==> src/rtl/snake_pkg.sv <==
// Shared constants for the NES pad reader: button bit positions and FSM states.
package snake_pkg;

    // Bit positions inside o_buttons, in pad shift order (A is shifted out first)
    localparam int BTN_A      = 0;
    localparam int BTN_B      = 1;
    localparam int BTN_SELECT = 2;
    localparam int BTN_START  = 3;
    localparam int BTN_UP     = 4;
    localparam int BTN_DOWN   = 5;
    localparam int BTN_LEFT   = 6;
    localparam int BTN_RIGHT  = 7;

    localparam int NUM_BUTTONS = 8;

    typedef enum logic [2:0] {
        ST_IDLE   = 3'd0,
        ST_LATCH  = 3'd1,
        ST_CLK_HI = 3'd2,
        ST_CLK_LO = 3'd3,
        ST_DONE   = 3'd4
    } pad_state_e;

endpackage

==> src/rtl/tick_gen.sv <==
// Free-running divider: one-cycle tick every CLK_DIV system clocks.
module tick_gen #(
    parameter int unsigned CLK_DIV = 300
) (
    input  logic clk,
    input  logic rst,
    output logic tick
);

    localparam int unsigned CW = $clog2(CLK_DIV);

    logic [CW-1:0] cnt;

    assign tick = (cnt == CW'(CLK_DIV - 1));

    // Count 0..CLK_DIV-1 and wrap on the tick cycle
    always_ff @(posedge clk or posedge rst) begin
        if (rst) begin
            cnt <= '0;
        end else if (tick) begin
            cnt <= '0;
        end else begin
            cnt <= cnt + 1'b1;
        end
    end

endmodule

==> src/rtl/nes_pad_reader.sv <==
// NES controller poller: strobes latch, clocks out 8 serial bits, publishes them
// as active-high buttons and derives registered game-control levels.
module nes_pad_reader
    import snake_pkg::*;
#(
    parameter int unsigned CLK_DIV    = 300,
    parameter int unsigned POLL_TICKS = 2000
) (
    input  logic       clk,
    input  logic       rst,
    input  logic       i_enable,
    input  logic       i_pad_data,
    output logic       o_pad_latch,
    output logic       o_pad_clk,
    output logic [7:0] o_buttons,
    output logic       o_valid,
    output logic       o_up,
    output logic       o_down,
    output logic       o_left,
    output logic       o_right,
    output logic       o_pause,
    output logic       o_restart
);

    localparam int unsigned PW = $clog2(POLL_TICKS);

    logic                   tick;
    logic [1:0]             sync;
    logic                   pad_bit;
    pad_state_e             state;
    logic                   latch_ph;
    logic [2:0]             bit_cnt;
    logic [NUM_BUTTONS-1:0] shadow;
    logic [PW-1:0]          poll_cnt;
    logic                   start;

    tick_gen #(
        .CLK_DIV(CLK_DIV)
    ) u_tick_gen (
        .clk (clk),
        .rst (rst),
        .tick(tick)
    );

    assign pad_bit = sync[1];
    assign start   = tick && i_enable && (state == ST_IDLE) && (poll_cnt == '0);

    // Two-flop synchronizer for the asynchronous pad data line
    always_ff @(posedge clk or posedge rst) begin
        if (rst) begin
            sync <= '0;
        end else begin
            sync <= {sync[0], i_pad_data};
        end
    end

    // Poll counter: runs modulo POLL_TICKS from a frame start, parks at 0 when disabled
    always_ff @(posedge clk or posedge rst) begin
        if (rst) begin
            poll_cnt <= '0;
        end else if (!i_enable) begin
            poll_cnt <= '0;
        end else if (tick && (start || poll_cnt != '0)) begin
            poll_cnt <= (poll_cnt == PW'(POLL_TICKS - 1)) ? '0 : poll_cnt + 1'b1;
        end
    end

    // Frame sequencer; pad strobes are registered so they never glitch on state decode
    always_ff @(posedge clk or posedge rst) begin
        if (rst) begin
            state       <= ST_IDLE;
            latch_ph    <= 1'b0;
            bit_cnt     <= '0;
            shadow      <= '0;
            o_pad_latch <= 1'b0;
            o_pad_clk   <= 1'b0;
        end else begin
            case (state)
                ST_IDLE: begin
                    if (start) begin
                        state       <= ST_LATCH;
                        latch_ph    <= 1'b0;
                        o_pad_latch <= 1'b1;
                    end
                end
                ST_LATCH: begin
                    if (tick) begin
                        if (latch_ph) begin
                            // Pad presents A while latched; inverted since pad is active-low
                            shadow      <= {~pad_bit, shadow[NUM_BUTTONS-1:1]};
                            bit_cnt     <= 3'd1;
                            o_pad_latch <= 1'b0;
                            o_pad_clk   <= 1'b1;
                            state       <= ST_CLK_HI;
                        end else begin
                            latch_ph <= 1'b1;
                        end
                    end
                end
                ST_CLK_HI: begin
                    if (tick) begin
                        o_pad_clk <= 1'b0;
                        state     <= ST_CLK_LO;
                    end
                end
                ST_CLK_LO: begin
                    if (tick) begin
                        shadow <= {~pad_bit, shadow[NUM_BUTTONS-1:1]};
                        if (bit_cnt == 3'd7) begin
                            state <= ST_DONE;
                        end else begin
                            bit_cnt   <= bit_cnt + 3'd1;
                            o_pad_clk <= 1'b1;
                            state     <= ST_CLK_HI;
                        end
                    end
                end
                ST_DONE: begin
                    state <= ST_IDLE;
                end
                default: begin
                    state       <= ST_IDLE;
                    o_pad_latch <= 1'b0;
                    o_pad_clk   <= 1'b0;
                end
            endcase
        end
    end

    // Publish a completed frame; o_valid coincides with the new o_buttons value
    always_ff @(posedge clk or posedge rst) begin
        if (rst) begin
            o_buttons <= '0;
            o_valid   <= 1'b0;
        end else begin
            o_valid <= (state == ST_DONE);
            if (state == ST_DONE) begin
                o_buttons <= shadow;
            end
        end
    end

    // Game controls, one cycle behind o_buttons; opposing directions cancel
    always_ff @(posedge clk or posedge rst) begin
        if (rst) begin
            o_up      <= 1'b0;
            o_down    <= 1'b0;
            o_left    <= 1'b0;
            o_right   <= 1'b0;
            o_pause   <= 1'b0;
            o_restart <= 1'b0;
        end else begin
            o_up      <= o_buttons[BTN_UP] & ~o_buttons[BTN_DOWN];
            o_down    <= o_buttons[BTN_DOWN] & ~o_buttons[BTN_UP];
            o_left    <= o_buttons[BTN_LEFT] & ~o_buttons[BTN_RIGHT];
            o_right   <= o_buttons[BTN_RIGHT] & ~o_buttons[BTN_LEFT];
            o_pause   <= o_buttons[BTN_START];
            o_restart <= o_buttons[BTN_SELECT];
        end
    end

endmodule

==> config.mk <==
export PLATFORM = sky130hd
export DESIGN_NAME = nes_pad_reader
export DESIGN_NICKNAME = d
export VERILOG_FILES = /design/src/rtl/snake_pkg.sv /design/src/rtl/tick_gen.sv /design/src/rtl/nes_pad_reader.sv
export SDC_FILE = /design/constraint.sdc
export NUM_CORES = 1
export LEC_CHECK = 0
export ABC_AREA = 0
export BUFFER_PORTS_ARGS = -buffer_cell sky130_fd_sc_hd__buf_2
export CORE_MARGIN = 1
export CORE_UTILIZATION = 25
export DETAILED_ROUTE_END_ITERATION = 10
export PLACE_DENSITY_LB_ADDON = 0.15
export SETUP_SLACK_MARGIN = 0.4
export SLEW_MARGIN = 25
export SYNTH_ARGS = -nofsm -noshare
export SYNTH_HDL_FRONTEND = slang
export SYNTH_SLANG_ARGS = --single-unit
==> constraint.sdc <==
create_clock -name clk -period 2.9 [get_ports clk]
set_input_delay 0.435 -clock clk [delete_from_list [all_inputs] [get_ports clk]]
set_output_delay 0.435 -clock clk [all_outputs]
set_load 0.01 [all_outputs]
# Word-level counts from Yosys, hierarchy flattened
# Index checks and enable logic that the tools add are counted.
# Widths: inputs -> output; s select.
# word_totals
reg_bits,54
latch_bits,0
ram_bits,0
rom_bits,0
in_bits,4
output_inout_bits,17
wordCells,96
memories,0
# classes
add_sub_neg,3
n_mul,0
n_div,0
n_lt_le_gt_ge,0
eq_ne,14
shift,0
muxes,33
bitwise_logic,11
n_reduce_logical,18
# op_table
cell,n
$mux 11,3
$mux 3,10
$mux 8,3
$pmux 8 s2,1
$ne 2x2->1 const B,6
$pmux 3 s4,1
$add 11x1->11 const B,1
$eq 11x11->1 const B,1
$logic_not 11->1,1
$reduce_bool 11->1,1
$mux 1,10
$reduce_and 5->1,2
$add 9x1->9 const B,1
$eq 9x9->1 const B,1
$mux 9,1
$reduce_and 4->1,2
$not 1->1,7
$eq 3x2->1 const B,2
$eq 3x3->1 const B,2
$pmux 3 s2,1
$reduce_and 6->1,1
$and 1x1->1,4
$logic_and 1x1->1,4
$pmux 1 s4,1
11 further kinds,12

# Depth between registers and ports, before layout
# depth
depth_word,8
ltp_mapped,7
depth_no_buf,6

# Hierarchy
# From an unflattened synthesis, not the netlist that was laid out.
# hier_totals
hier_cells,216
area_unflattened_um2,2444.8
# by_module_without_submodules
mod,instances,cells_per_inst,area_per_inst_um2,seq_area_each_um2
nes_pad_reader,1,179,2026.9,1126.1
tick_gen,1,37,417.9,225.2

# Least setup slack after synthesis
# Ideal clock, no wire load.
# synth_timing
path_type,register -> register
start,reg u_tick_gen.cnt[0]
end,reg bit_cnt[0]
setup_time_ns,0.125
arrival_ns,1.678
required_time_ns,2.775
slack_ns,1.097
stages_incl_launch_ff,7
n_path_buf,1
synth_period_minus_slack_ns,1.803
path_cell_list,dfrtp_1 -> ha_1 -> and4_2 -> nand2_1 -> buf_2 -> nor3_2 -> mux2_2
# synth_via
elab_chain_len,3
word_cells_on_any_way,4
cone_classes,eq/ne: 3; reduce/logical: 1
# synth_lines
item,line,rtl
start: declaration,tick_gen.sv:12,logic [CW-1:0] cnt;
start signal: assignment,tick_gen.sv:23,cnt <= cnt + 1'b1;
$eq 9x9->1 (*),tick_gen.sv:14,assign tick = (cnt == CW'(CLK_DIV - 1));
$ne 2x2->1 (no line),--,
$reduce_and 5->1 (no line) (*),--,
end signal: assignment,nes_pad_reader.sv:112,bit_cnt <= bit_cnt + 3'd1;
end: declaration,nes_pad_reader.sv:32,logic [2:0] bit_cnt;
# Every way passes the cells marked *; elsewhere a longest branch is shown, timed or not.
# A chain may end at the register's enable or synchronous reset.

# Worst setup path after layout
# layout_timing
start,reg u_tick_gen.cnt[0]
end,reg shadow[6]
# layout_via
elab_chain_len,3
word_cells_on_any_way,4
cone_classes,eq/ne: 3; reduce/logical: 1
# layout_lines
item,line,rtl
$eq 9x9->1 (*),tick_gen.sv:14,
$ne 2x2->1 (no line),--,
$reduce_and 4->1 (no line) (*),--,
end signal: assignment,nes_pad_reader.sv:90,"shadow <= {~pad_bit, shadow[NUM_BUTTONS-1:1]};"
end signal: assignment,nes_pad_reader.sv:108,"shadow <= {~pad_bit, shadow[NUM_BUTTONS-1:1]};"
end: declaration,nes_pad_reader.sv:33,logic [NUM_BUTTONS-1:0] shadow;
# Marked as above.

==> impl_metrics.ini <==
[route]
vias_per_cell = 4.62
ant_nets = 0
dr.pass1.iters = 4
vias = 1732
drtIter0Drc = 35
routed.top_layer = met4
wl_met2_mm = 2.52
drc = 0
wirelength_mm = 5.50
drt-met1-wl_mm = 2.85
wl_per_cell_um = 14.7
met3WireLength_um = 97

[yosys]
synth_ff_type = dfrtp_1
synthTopCellsByCount = dfrtp_1 (54), mux2_2 (11), nand2_1 (11), nor2_1 (11), nand3_1 (8)
synth_most_common_cell = dfrtp_1
async_flop_share_pct = 100
synth_area_um2 = 2710
synth_edf_count = 0
yosysWarnings = 0
synth_top_area_cell = dfrtp_1
synth.net_count = 228
synth.ff_latch_count = 54
synth_top_area_share_pct = 49.8
seq_area_frac_synth_pct = 49.8
synthDistinctLibCells = 58
syn_area_per_cell_um2 = 12.4
synth.area.top_cells = dfrtp_1 (50%), mux2_2 (4.6%), mux2_4 (3.9%), a211oi_2 (3.2%), o32ai_2 (3.0%)
syn_inst = 219

[run]
cap_violations = 0

[final_layout]
fill_cells = 1062
diodes = 0
syn_to_final_growth_pct = 11.5
drive_gt1_share_pct = 34.3
final_net_count = 247
seqCellArea_um2 = 1350
multi_input_area_um2 = 1250

[floorplanning]
die_area_um2 = 11300
start_util_pct = 26.0
die_w_um = 106
core-area_um2 = 10400
dieHeight_um = 106
ios = 21
num_rows = 37

[power_and_ir_drop]
leakagePower_uw = 0.00135
pwr-share-seq_pct = 60.4
clkPwrFrac_pct = 37.1
combPwrFrac_pct = 2.5
p_sw_uw = 307
intPower_uw = 942
switching_share_pct = 24.6
power_density_nw_per_um2 = 413
peakVddDrop_uv = 195

[global_routing]
grt_usage_pct = 10.5
grt_overflow = 0
grt_pass1_wl_mm = 9.16
grt_max_degree = 40
grt_pass1_vias = 1721
antenna_found_initial = 0

[critical_path]
crit_buf_inv = 0
cp_max_fo = 8
critical_path_class = register to register
critPathTopFamily = simple AND/OR/NAND/NOR gates
required_ns = 3.10
crit_path_start_kind = register
critPathSlowestCell = nor3_4
crit_chain = ha_1 > and4_2 > nand2_1 > nor3_4 > mux2_4
rrSetupSlack_ns = 0.88
end_kind = register
r2r-start = u_tick_gen.cnt[0]$_DFF_PP0_
reg2regPathDepth = 5
r2r_end = shadow[6]$_DFFE_PP0P_
crit_arrival_ns = 2.22
max_stage_delay_ns = 0.54

[sta]
worst_pin_slew_ns = 0.548
fin_crit_ns = 2.02
finalMaxSlewViolations = 0
max_freq_mhz = 495
relSlewSlack_pct = 63.3
hold_ws_ns = 0.103
period_share_pct = 69.6
finalHoldViolations = 0
clock_skew_ns = 0.0113
tns_ns = 0
rsz0062_at_grt = false
finalSetupViolCount = 0

[outcome]
status = finished, final reports clean

[cts]
cts_post_setup_buffers_inserted = 0
clock-sinks = 54
root_buffer = clkbuf_8
numCtsBuffers = 5
cts_buffer_depth = 2
cts_hold_buf = 0
tritoncts = built
cts_resized = 0
clkSlewWorstSetupHoldPaths_ns = 0.11
clkLatencyLatePin_ns = 0.31
htree_levels = 2

[hold_path]
hp-class = input pin to asynchronous set/reset pin

[place]
finalWeightedCongestion = 0.733
dp_hpwl_mm = 3.71
io_buffers = 20
==> flip-flops by register name, indices dropped and copies added (netlist names), 2 cells and up <==
name	cells
o_buttons	8
u_tick_gen.cnt	9
poll_cnt	11
bit_cnt	3
shadow	8
state	3
sync	2
==> final cells by class <==
cell class / count / share of cell area [%]
sequential: 54 / 44.7
multi-input combinational: 148 / 41.2
tap: 136 / 5.63
timing repair buffer: 23 / 4.47
clock buffer: 5 / 2.28
clock inverter: 3 / 0.952
inverter: 6 / 0.745
==> how the worst max path moves through the flow <==
stage	cells after the start	endpoint	slack [ns]	from
after global routing	5	poll_cnt[3]$_DFFE_PP0P_	0.73	poll_cnt[0]$_DFFE_PP0P_
after global placement	5	poll_cnt[3]$_DFFE_PP0P_	0.90	poll_cnt[0]$_DFFE_PP0P_
after floorplan	6	bit_cnt[0]$_DFFE_PP0P_	1.10	u_tick_gen.cnt[0]$_DFF_PP0_
after detailed placement	5	shadow[4]$_DFFE_PP0P_	0.89	u_tick_gen.cnt[0]$_DFF_PP0_
final	5	shadow[6]$_DFFE_PP0P_	0.88	u_tick_gen.cnt[0]$_DFF_PP0_
after CTS	5	shadow[4]$_DFFE_PP0P_	0.86	u_tick_gen.cnt[0]$_DFF_PP0_
==> stage by stage <==
step / instance area [um^2] / instances / total power [uW] / util, % / worst slack, ns
2_1_floorplan: 2710 / 219 / 789 / - / 1.10
6_report: 3020 / 375 / 1250 / 29.0 / 0.881
5_1_grt: 3020 / 375 / 1300 / 29.0 / 0.735
4_1_cts: 3020 / 375 / 1270 / 29.0 / 0.855
3_5_place_dp: 2930 / 367 / 802 / 28.1 / 0.886
3_3_place_gp: 2930 / 367 / 802 / 28.1 / 0.897
==> routing by layer <==
layer	up-vias	GRT usage, %
met5	-	0
met4	0	2.98
met3	2	2.21
met2	11	15.7
met1	878	15.1
li1	841	-
==> logic make-up (layout without fill, tap and decap cells) <==
family / count (synthesis) / after routing / share of synthesized area (%)
AO/OA/AOI/OAI: 36 / 36 / 12.1
XOR/XNOR: 7 / 7 / 2.26
adder cells (fa/ha/maj): 5 / 5 / 2.31
buffers and inverters: 17 / 37 / 4.15
flip-flops: 54 / 54 / 49.8
multiplexers: 19 / 19 / 8.81
AND/OR/NAND/NOR: 81 / 81 / 20.5
==> power by group through the flow <==
stage	logic (uW)	clock network, uW	registers, uW
final	31.2	463	754
after global routing	36.4	514	755
after CTS	33.3	486	754
after detailed placement	33.2	0	769
after global placement	32.9	0	769
after floorplan	20.1	0	769
==> cells in the final DEF (no fill, tap or decap), drive strengths merged, types with 2 or more instances in the layout <==
master and instances:
nand3 8, nor2 11, a41oi 2, nand3b 3, ha 5, mux2 18, o31ai 4, nor3 2
nor2b 7, clkbuf 5, nor4 3, and3 8, clkinv 2, nand4 5, a21oi 3, and2 3
dfrtp 54, and4 5, and2b 2, o22ai 3, a211oi 7, nand2 11, xor2 3, o32ai 6
nand4b 2, buf 23, or2b 2, xnor2 4, inv 7, nand2b 6, o21ai 5
Note: power is estimated with default switching activity, not from simulation.
